<file path="config.mk">
export PLATFORM = sky130hd
export DESIGN_NAME = frame_buf_mem_arb
export DESIGN_NICKNAME = d
export VERILOG_FILES = /design/src/rtl/frame_buf_pkg.sv /design/src/rtl/frame_buf_rd_credit.sv /design/src/rtl/frame_buf_mem_arb.sv
export SDC_FILE = /design/constraint.sdc
export NUM_CORES = 1
export LEC_CHECK = 0
export CAP_MARGIN = 20
export CORE_MARGIN = 2
export CORE_UTILIZATION = 25
export CTS_CLUSTER_DIAMETER = 30
export DETAILED_ROUTE_END_ITERATION = 16
export PLACE_DENSITY_LB_ADDON = 0.3
export SLEW_MARGIN = 20
export SYNTH_ARGS = -nofsm -noshare
export SYNTH_HDL_FRONTEND = slang
export SYNTH_SLANG_ARGS = --single-unit
</file>
<file path="constraint.sdc">
create_clock -name clk -period 2.7 [get_ports clk]
set_clock_uncertainty 0.05 [all_clocks]
set_input_delay 0.54 -clock clk [delete_from_list [all_inputs] [get_ports clk]]
set_output_delay 0.54 -clock clk [all_outputs]
set_load 0.1 [all_outputs]
</file>
<file path="src/rtl/frame_buf_pkg.sv">
// -----------------------------------------------------------------------------
// frame_buf_pkg
// Shared definitions for the frame buffer memory arbiter:
//   - arb_state_e : arbiter FSM states (IDLE / WR_GNT / RD_GNT)
//   - WR / RD     : encoding of the side that last held the grant
//   - ASSERT_L / DEASSERT_L : levels of the active-low request enables
//   - ASSERT_H / DEASSERT_H : levels of the active-high memory strobes
// -----------------------------------------------------------------------------
package frame_buf_pkg;

    typedef enum logic [1:0] {
        IDLE   = 2'd0,
        WR_GNT = 2'd1,
        RD_GNT = 2'd2
    } arb_state_e;

    localparam logic WR = 1'b0;
    localparam logic RD = 1'b1;

    localparam logic ASSERT_L   = 1'b0;
    localparam logic DEASSERT_L = 1'b1;
    localparam logic ASSERT_H   = 1'b1;
    localparam logic DEASSERT_H = 1'b0;

endpackage

</file>
<file path="src/rtl/frame_buf_rd_credit.sv">
// -----------------------------------------------------------------------------
// frame_buf_rd_credit
// Outstanding-read counter for the frame buffer arbiter.
// Ports:
//   clk, reset  : clock, asynchronous active-low reset (count clears to 0)
//   inc_i       : one read beat accepted by memory this cycle
//   dec_i       : one read data beat returned this cycle
//   count_o     : number of reads issued but not yet returned
//   full_o      : count_o has reached MAX_OUTSTANDING
// -----------------------------------------------------------------------------
module frame_buf_rd_credit #(
    parameter int MAX_OUTSTANDING = 8,
    parameter int CNT_W           = $clog2(MAX_OUTSTANDING + 1)
) (
    input  logic             clk,
    input  logic             reset,
    input  logic             inc_i,
    input  logic             dec_i,
    output logic [CNT_W-1:0] count_o,
    output logic             full_o
);

    logic [CNT_W-1:0] cnt_q;
    logic [CNT_W-1:0] cnt_d;
    logic             dec_eff;

    assign full_o  = (cnt_q == CNT_W'(MAX_OUTSTANDING));
    assign count_o = cnt_q;

    // A return with nothing outstanding is spurious and dropped, so the
    // counter can never wrap below zero.
    assign dec_eff = dec_i && (cnt_q != '0);

    always_comb begin
        cnt_d = cnt_q;
        if (inc_i && !dec_eff && !full_o) begin
            cnt_d = cnt_q + 1'b1;
        end else if (!inc_i && dec_eff) begin
            cnt_d = cnt_q - 1'b1;
        end
    end

    always_ff @(posedge clk or negedge reset) begin
        if (!reset) begin
            cnt_q <= '0;
        end else begin
            cnt_q <= cnt_d;
        end
    end

endmodule

</file>
<file path="src/rtl/frame_buf_mem_arb.sv">
// -----------------------------------------------------------------------------
// frame_buf_mem_arb
// Single-port memory arbiter between the frame buffer write and read address
// generators. Round-robin between the sides, bursts capped at MAX_BURST
// accepted beats per grant, reads throttled at MAX_OUTSTANDING in flight.
// Ports:
//   clk, reset              : clock, asynchronous active-low reset
//   wr_en_in, wr_addr_in    : write request (active-low) and address
//   rd_en_in, rd_addr_in    : read request (active-low) and address
//   mem_ready               : memory accepts the presented beat
//   mem_rd_valid            : one read data beat returned
//   mem_wr_en, mem_rd_en    : memory strobes (active-high)
//   mem_addr                : memory address (0 when idle)
//   wr_rdy, rd_rdy          : beat accepted for that side this cycle
//   rd_pending              : reads issued but not yet returned
// -----------------------------------------------------------------------------
module frame_buf_mem_arb
    import frame_buf_pkg::*;
#(
    parameter int ADDR_WIDTH      = 29,
    parameter int MAX_BURST       = 16,
    parameter int MAX_OUTSTANDING = 8
) (
    input  logic                                 clk,
    input  logic                                 reset,
    input  logic                                 wr_en_in,
    input  logic [ADDR_WIDTH-1:0]                wr_addr_in,
    input  logic                                 rd_en_in,
    input  logic [ADDR_WIDTH-1:0]                rd_addr_in,
    input  logic                                 mem_ready,
    input  logic                                 mem_rd_valid,
    output logic                                 mem_wr_en,
    output logic                                 mem_rd_en,
    output logic [ADDR_WIDTH-1:0]                mem_addr,
    output logic                                 wr_rdy,
    output logic                                 rd_rdy,
    output logic [$clog2(MAX_OUTSTANDING+1)-1:0] rd_pending
);

    localparam int                BEAT_W     = $clog2(MAX_BURST + 1);
    localparam logic [BEAT_W-1:0] BURST_LAST = BEAT_W'(MAX_BURST - 1);

    arb_state_e        state_q, state_d;
    logic              last_grant_q, last_grant_d;
    logic [BEAT_W-1:0] beat_cnt_q, beat_cnt_d;

    logic wreq;
    logic rreq;
    logic rd_full;

    assign wreq = (wr_en_in == ASSERT_L);
    assign rreq = (rd_en_in != DEASSERT_L) && !rd_full;

    always_comb begin
        state_d      = state_q;
        last_grant_d = last_grant_q;
        beat_cnt_d   = beat_cnt_q;
        mem_wr_en    = DEASSERT_H;
        mem_rd_en    = DEASSERT_H;
        mem_addr     = '0;
        wr_rdy       = DEASSERT_H;
        rd_rdy       = DEASSERT_H;

        unique case (state_q)
            IDLE: begin
                // Arbitration cycle: nothing is issued, the new grant
                // starts next cycle with a fresh burst count.
                beat_cnt_d = '0;
                if (wreq && rreq) begin
                    state_d = (last_grant_q == RD) ? WR_GNT : RD_GNT;
                end else if (wreq) begin
                    state_d = WR_GNT;
                end else if (rreq) begin
                    state_d = RD_GNT;
                end
            end

            WR_GNT: begin
                mem_wr_en = wreq;
                mem_addr  = wr_addr_in;
                wr_rdy    = wreq && mem_ready;
                if (wreq && mem_ready) begin
                    beat_cnt_d = beat_cnt_q + 1'b1;
                end
                // Release on request drop or on the beat that fills the
                // burst; hand over directly if the other side is waiting.
                if (!wreq || (mem_ready && beat_cnt_q == BURST_LAST)) begin
                    last_grant_d = WR;
                    if (rreq) begin
                        state_d    = RD_GNT;
                        beat_cnt_d = '0;
                    end else begin
                        state_d = IDLE;
                    end
                end
            end

            RD_GNT: begin
                mem_rd_en = rreq;
                mem_addr  = rd_addr_in;
                rd_rdy    = rreq && mem_ready;
                if (rreq && mem_ready) begin
                    beat_cnt_d = beat_cnt_q + 1'b1;
                end
                // rreq also drops when the credit counter fills, which
                // releases the grant the cycle after the last credit is used.
                if (!rreq || (mem_ready && beat_cnt_q == BURST_LAST)) begin
                    last_grant_d = RD;
                    if (wreq) begin
                        state_d    = WR_GNT;
                        beat_cnt_d = '0;
                    end else begin
                        state_d = IDLE;
                    end
                end
            end

            default: begin
                state_d = IDLE;
            end
        endcase
    end

    always_ff @(posedge clk or negedge reset) begin
        if (!reset) begin
            state_q      <= IDLE;
            last_grant_q <= RD;
            beat_cnt_q   <= '0;
        end else begin
            state_q      <= state_d;
            last_grant_q <= last_grant_d;
            beat_cnt_q   <= beat_cnt_d;
        end
    end

    frame_buf_rd_credit #(
        .MAX_OUTSTANDING (MAX_OUTSTANDING)
    ) u_rd_credit (
        .clk     (clk),
        .reset   (reset),
        .inc_i   (rd_rdy),
        .dec_i   (mem_rd_valid),
        .count_o (rd_pending),
        .full_o  (rd_full)
    );

endmodule

</file>
# After elaboration in Yosys (flattened, before gate mapping)

Cells that the tools add are included.

Div/mod/pow operators: 0
Add/sub/neg operators: 3
Multipliers: 0
Bitwise gates (word level): 2
$lt $le $gt $ge: 0
Reductions and logical operators: 22
Mux-type cells: 26
Shift operators: 0
Equality and inequality tests: 7

Operators with widths:

| operator            | number |
|---|---|
| $pmux 29 s2         | 1 |
| $mux 5              | 6 |
| $pmux 5 s3          | 1 |
| $mux 2              | 7 |
| $logic_and 1x1->1   | 9 |
| $mux 4              | 2 |
| $mux 1              | 7 |
| $pmux 2 s3          | 1 |
| $reduce_and 3->1    | 2 |
| $add 5x1->5 const B | 1 |
| $eq 5x4->1 const B  | 1 |
| $add 4x1->4 const B | 1 |
| $eq 4x4->1 const B  | 1 |
| $logic_not 1->1     | 4 |
| $ne 2x2->1 const B  | 2 |
| $ne 4x4->1 const B  | 1 |
| $reduce_bool 2->1   | 2 |
| $reduce_bool 4->1   | 1 |
| $sub 4x1->4 const B | 1 |
| $reduce_bool 3->1   | 1 |
| $eq 2x1->1 const B  | 1 |
| $eq 2x2->1 const B  | 1 |
| $logic_not 2->1     | 1 |
| $logic_or 1x1->1    | 2 |
| 2 further kinds     | 3 |

Bits in latches: 0
Memory bits (read-only): 0
Memory bits (writable): 0
Input bits: 64
Word-level logic and storage cells: 64
Register bits: 12
Memories: 0

# Longest topological paths before layout

Word-level depth: 9
Mapped depth: 12

# Modules after synthesis

From an unflattened synthesis, not the netlist that was laid out.

Cell total of the unflattened synthesis: 166
Area total of the unflattened synthesis: 1363.8 sq um

Modules (own cells, without submodules):

| module              | cells an instance | instances | seq. area each (sq um) | area an instance (sq um) |
|---|---|---|---|---|
| frame_buf_mem_arb   | 137               | 1         | 201.4                  | 1049.8 |
| frame_buf_rd_credit | 29                | 1         | 100.1                  | 314.1 |

# Least setup slack after synthesis

No wires, ideal clock.

Path kind: reg2reg
From: reg u_rd_credit.cnt_q[0] (netlist: u_rd_credit.count_o[0])
To: reg u_rd_credit.cnt_q[3] (netlist: u_rd_credit.count_o[3])
Stages on the path, launching flop included: 10
Setup slack: -1.571 ns
Arrival time: 4.085 ns
Path buffers: 0
Period minus slack after synthesis: 4.271 ns
Library setup time: 0.136 ns
Required time: 2.514 ns
Cells stage by stage: dfrtp_1 nor4b_2 nor2_1 nand2_1 ha_1 a21o_1 a21oi_1 or4b_1 o311ai_0 a21oi_1

Longest elaborated chain between the ends: 8

Ends and longest elaborated chain:

| element                                              | line                                                 | source |
|---|---|---|
| start, declared                                      | frame_buf_rd_credit.sv:23                            | `logic [CNT_W-1:0] cnt_q;` |
| start signal, assigned                               | frame_buf_rd_credit.sv:47                            | `cnt_q <= cnt_d;` |
| $eq 4x4->1 *                                         | frame_buf_rd_credit.sv:27                            | `assign full_o = (cnt_q == CNT_W'(MAX_OUTSTANDING));` |
| $logic_not 1->1 *                                    | frame_buf_mem_arb.sv:52                              | `assign rreq = (rd_en_in != DEASSERT_L) && !rd_full;` |
| $logic_and 1x1->1 *                                  | frame_buf_mem_arb.sv:52                              |  |
| $logic_and 1x1->1 *                                  | frame_buf_mem_arb.sv:101                             | `rd_rdy = rreq && mem_ready;` |
| $mux 1 *                                             | frame_buf_mem_arb.sv:64                              | `unique case (state_q)` |
| via rd_rdy                                           | frame_buf_mem_arb.sv:36                              | `output logic rd_rdy,` |
| $logic_and 1x1->1 or $logic_not 1->1 (tied branches) | frame_buf_rd_credit.sv:36, frame_buf_rd_credit.sv:38 |  |
| $logic_and 1x1->1, on equally long branches          | frame_buf_rd_credit.sv:36, frame_buf_rd_credit.sv:38 |  |
| $mux 4 or $reduce_bool 2->1 (tied branches)          | --                                                   |  |

Mark *: on every way through the listed nets, which the timed path passes. The rest lies on a longest branch. The select of a mux whose other input is x is not followed.
A chain may end at the register's enable or synchronous reset.

# Worst setup path after layout

From: in mem_ready
To: reg u_rd_credit.cnt_q[3] (netlist: u_rd_credit.count_o[3])

Longest elaborated chain between the ends: 5

Ends and longest elaborated chain:

| element                                              | line                                                 | source |
|---|---|---|
| start, declared                                      | frame_buf_mem_arb.sv:30                              | `input logic mem_ready,` |
| $logic_and 1x1->1 *                                  | frame_buf_mem_arb.sv:101                             |  |
| $mux 1 *                                             | frame_buf_mem_arb.sv:64                              |  |
| $logic_and 1x1->1 or $logic_not 1->1 (tied branches) | frame_buf_rd_credit.sv:36, frame_buf_rd_credit.sv:38 |  |
| $logic_and 1x1->1, on equally long branches          | frame_buf_rd_credit.sv:36, frame_buf_rd_credit.sv:38 |  |
| $mux 4 or $reduce_bool 2->1 (tied branches)          | --                                                   |  |

Every way passes the cells marked *; elsewhere a longest branch is shown, timed or not.

==> results.yml <==
grt:
  grt_pass1_wl_um: 8510
  grt_busiest_layer: "met2"
  overflow: 0
  grt_util_all_layers: 0.159
  grtUsageMet1: 0.212
  grtUsageMet2: 0.265
  grt_max_degree: 34
  antenna_found_initial: 0
  met3_usage: 0.0264
  grt_pass1_vias: 1664
place:
  port_buffers: 100
  dpl.hpwl_um: 4500
  postPlaceCellArea_um2: 3080
  routabilityCongestion: 0.865
layout:
  fillers: 524
  layout_common_cells: "clkdlybuf4s50_1 (63), buf_12 (33), a22oi_1 (29), nor2b_2 (29), buf_4 (17)"
  drive_above_1_share: 0.355
  regArea_um2: 307
  area_growth_pct: 106
  layout_commonest_cell: "clkdlybuf4s50_1"
  nets: 364
  final_cell_area_um2: 3140
  diodes: 0
  multi_input_area_um2: 1240
  postLayoutCoreUtil: 0.530
cts:
  clk_pin_slew_ps: 50
  root_buffer: "clkbuf_8"
  ctsHoldBuffers: 0
  cts_tree: "built"
  cts.sinks: 12
  post_cts_buffers: 0
  cts_buffers: 3
  clk_latency_ps: 240
  h-tree-depth: 1
  cts_resized: 0
  clk_path_buf_depth: 2
setup_path:
  critPathRequiredTime_ps: 2770
  cp_top_family: "simple AND/OR/NAND/NOR gates"
  rr_worst_depth: 9
  r2r_slack_ps: 290
  cp_max_fo: 3
  crit_top_cell: "a21oi_1"
  end_kind: "flop"
  cp_num_buf_inv: 1
  r2r-start: "u_rd_credit.count_o[0]"
  slowest_stage: "clkdlybuf4s50_1"
  crit_path_start: "mem_ready"
  worstSetupPathType: "in2reg"
  crit_chain: "clkdlybuf4s50_1 -> nand3b_1 -> nor2_4 -> nand2_1 -> ha_1 -> a21o_1 -> a21oi_1 -> or4b_1 -> o311ai_0 -> a21oi_1"
  crit_arrival_ps: 2560
  cpPeakStageDelay_ps: 520
  reg2reg_to: "u_rd_credit.count_o[3]"
  crit_path_start_kind: "input pin"
synth:
  async_flop_share: 1.00
  synthCells: 188
  avgSynthCellArea_um2: 8.11
  synth_cell_types: 52
  yosysWarningCount: 0
  ys_ff_latch: 12
  synth_top_area_cell: "dfrtp_1"
  synth_edf_count: 0
  syn-cell-area_um2: 1520
  synth_nets: 261
  synth_seq_area_share: 0.198
  yosysTopAreaCellShare: 0.181
  synthTopCellsByArea: "dfrtp_1 (18%), nor2b_1 (14%), a22oi_1 (14%)"
  synthFlopType: "dfrtp_1"
timing:
  worst_slew_pin_slew_ps: 581
  slew_violations: 0
  finalCriticalPeriod_ps: 2500
  finalCritPeriodShare: 0.925
  hold_viol_final: 0
  fin_tns_setup_ps: 0
  rsz0062_at_grt: "false"
  setup-violations-final: 0
  slew_headroom: 0.611
  max_freq_ghz: 0.400
flow_run:
  maxCapViolCount: 0
worst_hold_path:
  hp-class: "reg2reg"
  hp-start: "beat_cnt_q[3]"
  hold_path_end: "beat_cnt_q[3]"
  min_path_cells: 1
route:
  avgViaCountPerCell: 4.98
  drc_errors: 0
  avgRoutedWirePerCell_um: 15.5
  detail-route-antenna-nets: 0
  wirelength_um: 5670
  dr.first_iter.drc_count: 83
  vias: 1819
  drt-pass1-iter-count: 4
pwr:
  p_comb_frac: 0.865
  swShare: 0.583
  p_clk_frac: 0.049
  total_leakage_power_nw: 1.18
  switchingPower_w: 0.00237
  p_seq_frac: 0.087
  ir_drop_mv: 0.724
  intPower_w: 0.00170
  power.density_nw_per_um2: 1300
floorplanning:
  dieWidth_um: 82.1
  core_um2: 5920
  row_count: 28
  die_y_um: 82.1
  ios: 101
  start_util: 0.257
  dieArea_um2: 6740
run_status:
  status: "completed"
-- through the flow --
stage / setup WS [ps] / total power (W) / hold WS, ps / cells
2_1_floorplan: -327 / 0.00272 / 194 / 188
3_3_place_gp: 9.58 / 0.00386 / 470 / 361
3_5_place_dp: -50.6 / 0.00389 / 487 / 361
4_1_cts: 201 / 0.00410 / 500 / 365
5_1_grt: 31.2 / 0.00426 / 521 / 365
6_report: 202 / 0.00407 / 500 / 365
-- layout make-up --
cell class                 count  share of cell area
clock buffer                   4              0.0175
inverter                       7             0.00837
multi-input combinational    154               0.394
sequential                    12              0.0977
tap                           75              0.0299
timing repair buffer         113               0.452
-- how the worst max path moves through the flow --
stage,end,slack (ps),depth (start not counted)
5_1_grt,u_rd_credit.count_o[3],30,10
6_report,u_rd_credit.count_o[3],200,10
4_1_cts,u_rd_credit.count_o[3],200,10
3_5_place_dp,u_rd_credit.count_o[3],-50,10
2_1_floorplan,u_rd_credit.count_o[3],-330,9
3_3_place_gp,u_rd_credit.count_o[3],10,10
-- synth_stat cells, drive strengths merged, types with 2 or more instances --
| master | number |
|---|---|
| nand2 | 9 |
| nor3 | 5 |
| inv | 7 |
| o21ai | 9 |
| mux2i | 2 |
| nand3b | 2 |
| nand2b | 2 |
| nor2 | 5 |
| xnor2 | 2 |
| and3 | 3 |
| a22oi | 29 |
| ha | 8 |
| buf | 3 |
| a31oi | 4 |
| a211oi | 2 |
| a21oi | 6 |
| or4b | 2 |
| mux2 | 4 |
| nor2b | 35 |
| clkbuf | 12 |
| a21o | 2 |
| o32a | 2 |
| dfrtp | 11 |
| nand3 | 2 |
-- cell families after synthesis --
group           share of synthesized area
simple gates                        0.288
fa+ha+maj                          0.0788
flops                               0.198
compound gates                      0.319
buf+inv                            0.0558
xor+xnor                           0.0172
mux                                0.0427
-- power groups by stage --
stage	combinational [W]	sequential, W	clock [W]
2_1_floorplan	0.00216	0.000550	0
3_3_place_gp	0.00351	0.000350	0
3_5_place_dp	0.00354	0.000354	0
4_1_cts	0.00355	0.000351	0.000203
5_1_grt	0.00368	0.000363	0.000212
6_report	0.00352	0.000352	0.000198
-- layer usage --
metal / vias to the layer above / routed length, µm
li1: 902 / -
met2: 69 / 2820
met3: 6 / 423
met1: 842 / 2360
met4: 0 / 69
met5: - / 0
-- state kept, by name, indices dropped and copies added (netlist names) --
register             cells
beat_cnt_q               5
u_rd_credit.count_o      4
state_q                  2
last_grant_q             1
Power figures use the tool's default switching activity.
